**src/rtl/ex_mem_pipe.sv**
```systemverilog
// ex_mem_pipe
//   EX->MEM pipeline stage with a valid/ready handshake and a two-entry skid
//   buffer. in_ready depends only on the skid valid bit, so it is a registered
//   signal. MEM back-pressure therefore never forms a combinational path back
//   into EX. A synchronous flush kills every held entry and the incoming one.
//   The side-effecting controls (rd_en, load/store flags) read as zero
//   whenever no entry is presented.
//
// Ports
//   clk, rst            clock; asynchronous active-low reset
//   flush               synchronous kill of held and incoming entries
//   in_valid / in_ready EX-side handshake (in_ready is registered)
//   rd_in .. store_data_in      entry fields from EX
//   out_valid / out_ready       MEM-side handshake
//   rd_out .. store_data_out    presented entry (controls gated by out_valid)
//   load_pending        a valid load is presented (for the hazard unit)
module ex_mem_pipe #(
  parameter int XLEN    = 32,
  parameter int REG_AW  = 5,
  parameter int LOAD_W  = 5,
  parameter int STORE_W = 3
) (
  input  logic               clk,
  input  logic               rst,
  input  logic               flush,
  input  logic               in_valid,
  output logic               in_ready,
  input  logic [XLEN-1:0]    rd_in,
  input  logic               rd_en_in,
  input  logic [REG_AW-1:0]  rd_addr_in,
  input  logic [LOAD_W-1:0]  load_flag_in,
  input  logic [STORE_W-1:0] store_flag_in,
  input  logic [XLEN-1:0]    store_data_in,
  output logic               out_valid,
  input  logic               out_ready,
  output logic [XLEN-1:0]    rd_out,
  output logic               rd_en_out,
  output logic [REG_AW-1:0]  rd_addr_out,
  output logic [LOAD_W-1:0]  load_flag_out,
  output logic [STORE_W-1:0] store_flag_out,
  output logic [XLEN-1:0]    store_data_out,
  output logic               load_pending
);

  typedef struct packed {
    logic [XLEN-1:0]    rd;
    logic               rd_en;
    logic [REG_AW-1:0]  rd_addr;
    logic [LOAD_W-1:0]  load_flag;
    logic [STORE_W-1:0] store_flag;
    logic [XLEN-1:0]    store_data;
  } entry_t;

  entry_t in_e;
  entry_t m_q, m_d;   // main entry, drives the outputs
  entry_t s_q, s_d;   // skid entry
  logic   m_v, m_v_d;
  logic   s_v, s_v_d;
  logic   acc, pop;

  assign in_e = {rd_in, rd_en_in, rd_addr_in, load_flag_in, store_flag_in, store_data_in};

  // S can only be occupied when M is, so a free S slot is the whole story.
  assign in_ready = ~s_v;
  assign acc      = in_valid & in_ready & ~flush;
  assign pop      = m_v & out_ready;

  // NOTE: combinational logic uses blocking '=' and assigns every output a
  // default first, so no path leaves a value unassigned and no latch is inferred.
  always_comb begin
    m_v_d = m_v;
    s_v_d = s_v;
    m_d   = m_q;
    s_d   = s_q;
    if (flush) begin
      // Data registers keep stale contents; only the valid bits matter.
      m_v_d = 1'b0;
      s_v_d = 1'b0;
    end else if (pop) begin
      if (s_v) begin
        m_d = s_q;
        if (acc) s_d   = in_e;
        else     s_v_d = 1'b0;
      end else begin
        if (acc) m_d   = in_e;
        else     m_v_d = 1'b0;
      end
    end else if (!m_v) begin
      if (acc) begin
        m_d   = in_e;
        m_v_d = 1'b1;
      end
    end else if (acc) begin
      // M is stalled: the one extra entry in flight lands in S.
      s_d   = in_e;
      s_v_d = 1'b1;
    end
  end

  // NOTE: sequential state uses non-blocking '<=' so every register samples
  // pre-edge values regardless of statement order.
  always_ff @(posedge clk or negedge rst) begin
    if (!rst) begin
      m_v <= 1'b0;
      s_v <= 1'b0;
      m_q <= '0;
    end else begin
      m_v <= m_v_d;
      s_v <= s_v_d;
      m_q <= m_d;
    end
  end

  // NOTE: the skid data is never observed unless s_v is set, so it carries no
  // reset; only valid bits and the output-visible main entry are reset.
  always_ff @(posedge clk) begin
    s_q <= s_d;
  end

  assign out_valid      = m_v;
  assign rd_out         = m_q.rd;
  assign rd_addr_out    = m_q.rd_addr;
  assign store_data_out = m_q.store_data;
  assign rd_en_out      = m_v & m_q.rd_en;
  assign load_flag_out  = m_v ? m_q.load_flag  : '0;
  assign store_flag_out = m_v ? m_q.store_flag : '0;
  assign load_pending   = m_v & (|m_q.load_flag);

endmodule

```
**config.mk**
```make
export PLATFORM = sky130hd
export DESIGN_NAME = ex_mem_pipe
export DESIGN_NICKNAME = d
export VERILOG_FILES = /design/src/rtl/ex_mem_pipe.sv
export SDC_FILE = /design/constraint.sdc
export NUM_CORES = 1
export LEC_CHECK = 0
export ABC_AREA = 1
export BUFFER_PORTS_ARGS = -buffer_cell sky130_fd_sc_hd__buf_2
export CAP_MARGIN = 20
export CORE_UTILIZATION = 50
export DETAILED_ROUTE_END_ITERATION = 10
export PLACE_DENSITY_LB_ADDON = 0.12
export SYNTH_ARGS = -nofsm -noshare
export SYNTH_HDL_FRONTEND = slang
export SYNTH_SLANG_ARGS = --single-unit
```
**constraint.sdc**
```tcl
create_clock -name clk -period 7.6 [get_ports clk]
set_input_delay 0 -clock clk [delete_from_list [all_inputs] [get_ports clk]]
set_output_delay 0 -clock clk [all_outputs]
set_load 0.01 [all_outputs]
```
==> out/metrics.csv, run 1 <==
stage,metric,value,unit
route,antenna-violating nets left,0,
min_path,Hold Path Class,in2async,
cts,Clock Tree Buf Depth,2,
route,Pre-antenna DRT Iters,5,
synthesis,post-synthesis sequential area ratio,50.7,%
finish,area grow syn2layout,21.8,%
critical_path,type of origin of the critical path,flip-flop,
floorplan,placement row count,47,
cts,TritonCTS buffer count,17,
timing,Clock Skews,6.31,ps
route,DR WL/cell,11.8,um
power,VDD IR max,0.158,mV
placement,IO Port Bufs,163,
synthesis,top-area cell type share of the netlist area,27.3,%
run_status,outcome,completed,
timing,setup TNS,0,ps
finish,Final nets,1408,
timing,# setup viols final,0,
grt,GRT Overall Usage,21.8,%
synthesis,yosys warns,0,
synthesis,Post-Syn Instances,1176,
cts,Max H-tree Level,4,
timing,Worst-Margin Slew,999,ps
timing,Setup WS post-layout,4660,ps
route,initial drt markers,437,
cts,clock slew at reported path FFs,60,ps
synthesis,average size of a mapped cell,7.29,um^2
timing,Rel. slew slack,33.4,%
finish,fillers,1492,
grt,first-pass GRT wire length,30.4,mm
cts,post-CTS setup buffers,0,
critical_path,nature of the critical path endpoint,flip-flop,
job,Max-Cap Viols,0,
synthesis,post-synth cell types,15,
critical_path,critical path class,reg2reg,
route,DRC errors left,0,
critical_path,flop-to-flop setup slack,4660,ps
synthesis,Synth Net Count,1259,
floorplan,# IOs,164,
synthesis,#FFs+latches synth,158,
timing,fmax,340,MHz
critical_path,worst r2r dst,store_data_out[3],
placement,post-DP HPWL,10.1,mm
cts,clk_lat worst skew,420,ps
synthesis,Synth area leader,edfxtp_1,
critical_path,Critical Path RT,7910,ps
cts,# clock sinks,158,
cts,CTS tree,built,
timing,minimum clock period after layout,2940,ps
grt,"Remaining Overflow, GRT",0,
floorplan,Die Ht,133,um
placement,dpl ws,4470,ps
synthesis,Synth Cell Area,8570,um^2
finish,share of layout cells above drive strength 1,15.3,%
cts,Root Buffer,clkbuf_16,
power,pwr/cell area,216,nW/um^2
route,vias per cell,4.33,
floorplan,Starting Density,51.5,%
grt,largest net degree at the start of global routing,100,
timing,"Period Utilization, post-route",38.7,%
placement,routability cong.,0.727,
floorplan,Core Footprint,16600,um^2
timing,Final Hold Fails,0,
critical_path,CP Max Fanout,79,
grt,vias in the first global route,6229,
synthesis,"top cells by area, synth","edfxtp_1 27%, dfrtp_1 23%, nand2_1 14%",
timing,max-slew violations,0,
critical_path,R2R depth,7,
timing,RSZ-0062 raised after global routing,false,
power,Pleak,6.17,nW
route,via count,6746,
floorplan,Die X,133,um
critical_path,critical path data arrival time,3250,ps
route,Post-Route WL,18.5,mm
floorplan,die area,17700,um^2
grt,initial antenna violation count,0,
finish,Antenna diodes,0,
critical_path,Crit Reg-Reg Startpoint,out_valid,
[critical path, cell delays in order (launching register included)]
cell	delay, ps
dfrtp_1	670
nand2_1	250
nand2_4	740
inv_2	90
nand2_4	710
nand2_1	140
nand2_1	120
inv_1	40
[timing repair]
item | CTS | global route
hold buffers | 80 | 0
resized for setup | 0 | 0
hold endpoints to repair | 176 | 0
[worst max-delay path by stage]
| stage | slack (ps) | endpoint | from |
|---|---|---|---|
| after floorplan | 2930 | s_q[0] | s_v |
| after global placement | 4490 | s_q[50] | flush |
| after detailed placement | 4470 | s_q[52] | flush |
| after CTS | 4600 | rd_out[25] | out_valid |
| after global routing | 4350 | rd_out[10] | out_valid |
| final | 4660 | store_data_out[3] | out_valid |
[placed cells by master (no fill, tap or decap)]
| cell type | n |
|---|---|
| clkbuf_8 | 3 |
| nand3_1 | 79 |
| bufinv_16 | 3 |
| nand2_4 | 2 |
| clkbuf_1 | 3 |
| buf_2 | 162 |
| buf_16 | 1 |
| edfxtp_1 | 78 |
| nor2_1 | 157 |
| nand4_1 | 1 |
| nand2_1 | 327 |
| clkinvlp_4 | 2 |
| clkbuf_16 | 17 |
| dlygate4sd3_1 | 80 |
| nor2_4 | 2 |
| buf_4 | 6 |
| o21ai_0 | 3 |
| inv_1 | 325 |
| nand3_4 | 1 |
| dfrtp_1 | 80 |
| inv_6 | 1 |
| clkinv_4 | 1 |
| clkinv_2 | 3 |
| inv_2 | 1 |
[report_power, final]
| part | internal [mW] | switching [mW] | total [mW] | leakage [nW] |
|---|---|---|---|---|
| clock network | 0.544 | 0.337 | 0.881 | 0.294 |
| registers | 0.969 | 0.0362 | 1.01 | 1.52 |
| logic | 0.152 | 0.213 | 0.365 | 4.37 |
| total | 1.66 | 0.586 | 2.25 | 6.17 |
[cell usage after synthesis]
master	number
nor2_2	1
o21ai_0	3
nand4_1	1
nand2_1	327
nand2_2	2
buf_4	73
edfxtp_1	78
buf_2	15
nor2_1	158
inv_1	325
clkbuf_1	22
inv_2	2
buf_1	9
dfrtp_1	80
nand3_1	80
[logic make-up after synthesis]
kind of cell | after synthesis | share of synthesized area [%]
flops | 158 | 50.7
compound gates | 3 | 0.175
buf+inv | 446 | 22.9
simple gates | 569 | 26.2
[registers in the layout (all words and copies together), names as in the netlist]
| name | cells |
|---|---|
| s_q | 78 |
| rd_out | 32 |
| m_q | 9 |
| s_v | 1 |
| rd_addr_out | 5 |
| store_data_out | 32 |
| out_valid | 1 |
[final cells by class]
class | instances | area [um^2] | area share, %
Multi-Input combinational cell | 572 | 2300 | 22.0
Clock buffer | 23 | 478 | 4.58
Tap cell | 220 | 275 | 2.64
Timing Repair Buffer | 249 | 1680 | 16.1
Sequential cell | 158 | 4340 | 41.6
Inverter | 327 | 1230 | 11.8
Clock inverter | 9 | 133 | 1.27
[metrics by stage]
stage | power, mW | cells | hold slack (ps) | cell area, um^2 | utilization [%]
after floorplan | 1.29 | 1176 | -296 | 8570 | -
after global placement | 1.35 | 1445 | -78.5 | 9000 | 54.1
after detailed placement | 1.36 | 1445 | -74.6 | 9000 | 54.1
after CTS | 2.27 | 1557 | 11.9 | 10400 | 62.6
after global routing | 2.36 | 1558 | 50.3 | 10400 | 62.7
final | 2.25 | 1558 | 19.4 | 10400 | 62.7
[layer usage]
layer	global-route usage (%)	part of all wire [%]	wire length, um	up-vias
met5	0	0	0	-
met4	7.28	1.5	282	0
met3	4.64	5.2	957	20
met2	34.8	46	8420	163
met1	29.4	48	8790	2997
li1	-	-	-	3566
No activity file was read; power rests on OpenSTA's default activity.
==> run 2, diff against run 1 <==
- clock period: 7.6 -> 2.7 ns (I/O delays scaled with it)
==> run 2 against run 1 <==
Routed wire length up 1.9%. Final cell count up 0.26%. Non-clock buffer count up 3. Clock power rose to 2.6 times the previous value. Critical path type unchanged. Largest cell class unchanged.
==> out/metrics.csv, run 2 (synthesis gave the netlist of run 1 again) <==
stage,metric,value,unit
grt,first-pass GRT wire length,31.2,mm
route,Pre-antenna DRT Iters,5,
job,Max-Cap Viols,0,
power,Pleak,6.18,nW
finish,share of layout cells above drive strength 1,15.4,%
cts,Max H-tree Level,4,
cts,Root Buffer,clkbuf_16,
floorplan,die area,17700,um^2
finish,fin util,62.7,%
route,M1 wire length,8.66,mm
route,via count,6759,
grt,vias in the first global route,6547,
finish,post-route insts no fill,1562,
finish,fillers,1500,
timing,setup TNS,0,ps
floorplan,# IOs,164,
placement,post-DP HPWL,10.6,mm
min_path,Hold Path Class,in2async,
critical_path,critical path data arrival time,2210,ps
route,DR WL/cell,12.0,um
power,Final Power,6.20,mW
finish,Final nets,1411,
cts,clock slew at reported path FFs,60,ps
route,antenna-violating nets left,0,
cts,# clock sinks,158,
placement,routability cong.,0.734,
cts,post-CTS setup buffers,0,
route,vias per cell,4.33,
floorplan,placement row count,47,
route,met2 wire length,8.95,mm
route,max layer used,met4,
route,DRC errors left,0,
cts,Clock Tree Buf Depth,2,
floorplan,Die X,133,um
cts,cts repair resizes,0,
floorplan,Die Ht,133,um
grt,GRT Overall Usage,22.3,%
cts,hold buffer count at cts,80,
timing,"Period Utilization, post-route",70.4,%
critical_path,Critical Path RT,3010,ps
timing,Final Hold Fails,0,
critical_path,crit path cell chain,"nor2_4, buf_4, nand3_1, nand2_1, nand2_1, nand2_1, inv_1",
cts,clk_lat worst skew,420,ps
run_status,outcome,completed,
timing,Clock Skews,6.99,ps
critical_path,CP max stage delay,710,ps
floorplan,Core Footprint,16600,um^2
critical_path,CP dominant cell by count,nand2_1,
cts,TritonCTS buffer count,17,
grt,"Remaining Overflow, GRT",0,
critical_path,type of origin of the critical path,flip-flop,
finish,area grow syn2layout,21.8,%
timing,worst hold slack,48.6,ps
critical_path,nature of the critical path endpoint,flip-flop,
timing,fmax,526,MHz
placement,# placed instances,1449,
power,VDD IR max,0.473,mV
finish,"commonest non-fill, non-tap cell in the layout",nand2_1,
critical_path,slowest cell on the critical path,buf_4,
finish,Biggest register,s_q,
route,Met3 Wirelength,925,um
critical_path,CP Max Fanout,78,
timing,max-slew violations,0,
grt,largest net degree at the start of global routing,157,
critical_path,top cell family by delay on the critical path,buffers and inverters,
route,initial drt markers,382,
timing,Worst-Margin Slew,927,ps
finish,max reg flops,78,
placement,IO Port Bufs,163,
timing,# setup viols final,0,
critical_path,CP Buf/Inv Count,2,
timing,RSZ-0062 raised after global routing,false,
cts,CTS tree,built,
route,Post-Route WL,18.8,mm
floorplan,Starting Density,51.5,%
critical_path,critical path class,reg2reg,
finish,most frequent cells in the layout,"327 x nand2_1, 325 x inv_1, 162 x buf_2",
power,pwr/cell area,593,nW/um^2
timing,Rel. slew slack,38.2,%
timing,minimum clock period after layout,1900,ps
grt,initial antenna violation count,1,
==> run 2: final timing paths <==
kind / start / endpoint / slack (ps) / cells after the start
min reg2reg: store_data_out[1] / store_data_out[1] / 540 / 4
max: s_v / rd_addr_out[0] / 800 / 7
min in group clk: in_valid / out_valid / 50 / 5
max reg2reg: s_v / rd_addr_out[0] / 800 / 7
min: rst / store_data_out[1] / 50 / 2
max in group asynchronous: rst / rd_out[2] / 2020 / 3
==> run 2: layout make-up <==
class	count	area [um^2]	share of cell area, %
sequential	158	4340	41.6
multi-input combinational	572	2300	22.0
timing repair buffer	252	1730	16.6
inverter	327	1230	11.8
clock buffer	19	443	4.24
tap	220	275	2.64
clock inverter	13	123	1.17
antenna	1	2.50	0.0240
==> run 2: worst register-to-register path: stages, from the launching register on <==
cell     delay (ps)
dfrtp_1         470
nor2_4          140
buf_4           710
nand3_1         210
nand2_1         110
nand2_1          60
nand2_1          60
inv_1            40
==> run 2: where the power goes <==
group | leakage, nW | internal [mW] | switching, mW
registers | 1.52 | 2.73 | 0.103
clock network | 0.271 | 1.37 | 0.954
logic | 4.39 | 0.436 | 0.604
==> run 2: routing by layer <==
| layer | up-vias | track usage [%] |
|---|---|---|
| li1 | 3582 | - |
| met1 | 3001 | 27.7 |
| met2 | 158 | 38.3 |
| met3 | 18 | 4.75 |
| met4 | 0 | 7.79 |
| met5 | - | 0 |
==> run 2: per-stage QoR <==
step / setup WS (ps) / instance area, um^2
final: 798 / 10400
after global routing: 592 / 10400
after CTS: 790 / 10400
after detailed placement: 820 / 9070
after global placement: 847 / 9050
after floorplan: 190 / 8580
==> run 3, diff against run 2 <==
- clock period: 2.7 -> 1.69 ns (I/O delays scaled with it)
==> run 3 against run 2 <==
Non-clock buffer count is 12 higher. Critical endpoint is now s_v. Cell area up 1.4%. Clock skew up 0.83 ps. Global-route usage up 0.15 points. Count of clock-buffer cells in the layout grew 3. Critical path type is now in2reg. First-iteration DRC count fell by 11%. Power rose by 58%. Sequential share of layout area down 0.56 points. Largest cell class unchanged. Via count rose by 0.30%.
==> out/metrics.csv, run 3 (synthesis gave the netlist of run 1 again) <==
stage,metric,value,unit
critical_path,top cell family by delay on the critical path,buffers and inverters,
grt,vias in the first global route,6259,
grt,initial antenna violation count,0,
route,DRC errors left,0,
placement,post-DP HPWL,10.9,mm
grt,GRT Overall Usage,22.4,%
timing,"Period Utilization, post-route",90.2,%
cts,clk_lat worst skew,430,ps
timing,Clock Skews,7.81,ps
grt,largest net degree at the start of global routing,79,
timing,Rel. slew slack,67.7,%
critical_path,type of origin of the critical path,primary input,
finish,Biggest register,s_q,
route,vias per cell,4.31,
critical_path,CP Max Fanout,17,
critical_path,crit path cell chain,"dlygate4sd3_1, buf_2, inv_2, buf_4, nand3_1, o21ai_0, dlygate4sd3_1",
critical_path,critical path data arrival time,1880,ps
floorplan,# IOs,164,
job,Max-Cap Viols,0,
finish,multi-input logic area,2300,um^2
cts,Clock Tree Buf Depth,2,
timing,fmax,656,MHz
power,Pleak,6.25,nW
critical_path,CP dominant cell by count,dlygate4sd3_1,
finish,Antenna diodes,0,
floorplan,placement row count,47,
route,met2 wire length,9.15,mm
grt,first-pass GRT wire length,30.9,mm
route,DR WL/cell,12.0,um
cts,clock slew at reported path FFs,60,ps
route,via count,6779,
placement,IO Port Bufs,163,
run_status,outcome,completed,
placement,routability cong.,0.739,
power,pwr/cell area,926,nW/um^2
min_path,Hold Path Class,in2reg,
critical_path,critical path class,in2reg,
finish,area grow syn2layout,23.5,%
power,Final Power,9.80,mW
critical_path,slowest cell on the critical path,dlygate4sd3_1,
min_path,hold depth,5,
min_path,Hold Path Origin,in_valid,
floorplan,Starting Density,51.5,%
route,M1 wire length,8.63,mm
critical_path,Worst path depth,7,
finish,max reg flops,78,
timing,RSZ-0062 raised after global routing,false,
route,Met3 Wirelength,789,um
critical_path,nature of the critical path endpoint,flip-flop,
floorplan,Die Ht,133,um
power,VDD IR max,0.700,mV
timing,# setup viols final,0,
finish,post-route insts no fill,1573,
finish,fillers,1514,
cts,# clock sinks,158,
critical_path,CP Buf/Inv Count,5,
critical_path,worst r2r dst,rd_out[9],
finish,Final nets,1423,
min_path,WHS Endpoint,out_valid,
route,Pre-antenna DRT Iters,4,
timing,minimum clock period after layout,1520,ps
critical_path,Critical Path RT,2050,ps
timing,max-slew violations,0,
critical_path,Crit Reg-Reg Startpoint,s_v,
route,initial drt markers,341,
floorplan,Die X,133,um
cts,CTS tree,built,
route,max layer used,met4,
cts,Max H-tree Level,4,
cts,TritonCTS buffer count,17,
finish,"commonest non-fill, non-tap cell in the layout",nand2_1,
floorplan,Core Footprint,16600,um^2
finish,most frequent cells in the layout,"326 x nand2_1, 325 x inv_1, 162 x buf_2",
critical_path,flop-to-flop setup slack,170,ps
cts,post-CTS setup buffers,0,
floorplan,die area,17700,um^2
critical_path,R2R depth,7,
timing,Worst-Margin Slew,484,ps
critical_path,CP max stage delay,570,ps
cts,Root Buffer,clkbuf_16,
finish,register area,4340,um^2
timing,Final Hold Fails,0,
finish,share of layout cells above drive strength 1,16.1,%
placement,# placed instances,1459,
route,antenna-violating nets left,0,
route,Post-Route WL,18.8,mm
grt,"Remaining Overflow, GRT",0,
==> run 3: worst reg2reg max path: cells and delay by family, from the launching register on <==
kind	cells	cell delay [ps]
flip-flops	1	460
buffers and inverters	2	390
AND/OR/NAND/NOR	5	570
==> run 3: report_power, final <==
| group | total (mW) | internal [mW] | switching [mW] |
|---|---|---|---|
| registers | 4.51 | 4.36 | 0.153 |
| clock network | 3.58 | 2.06 | 1.52 |
| logic | 1.70 | 0.727 | 0.978 |
| total | 9.80 | 7.14 | 2.65 |
==> run 3: worst max path at each step <==
stage	slack, ps	to	from
final	170	s_v	flush
after global routing	30	rd_out[18]	s_v
after CTS	160	s_q[19]	s_v
after detailed placement	170	s_q[20]	s_v
after global placement	190	s_q[69]	s_v
after floorplan	-670	s_q[0]	s_v
==> run 3: layer usage <==
layer  global-route usage (%)  vias to the layer above
met3                     4.79                       19
met2                     37.0                      149
met1                     29.6                     3012
li1                         -                     3599
met5                        0                        -
met4                     6.83                        0
==> run 3: area by class of cell <==
| class | count | area share, % |
|---|---|---|
| repair buffers | 264 | 17.9 |
| multi-input cells | 572 | 21.7 |
| flip-flops and latches | 158 | 41.0 |
| clock inverters | 10 | 0.863 |
| well taps | 220 | 2.60 |
| inverters | 327 | 11.6 |
| clock buffers | 22 | 4.29 |
==> run 3: what timing repair did <==
| action | in CTS | in global routing |
|---|---|---|
| endpoints found under the hold margin | 238 | 0 |
| hold buffers | 82 | 0 |
| resized for setup | 0 | 0 |
==> run 3: metrics by stage <==
step	setup TNS [ps]	util (%)	cell area [um^2]	hold slack, ps	setup WS (ps)
after floorplan	-52380	-	8600	-296	-672
after global placement	0	55.4	9220	-19.0	188
after detailed placement	0	55.4	9220	-7.96	169
after CTS	0	63.6	10600	24.8	161
after global routing	0	63.6	10600	46.5	26.8
final	0	63.6	10600	36.3	166
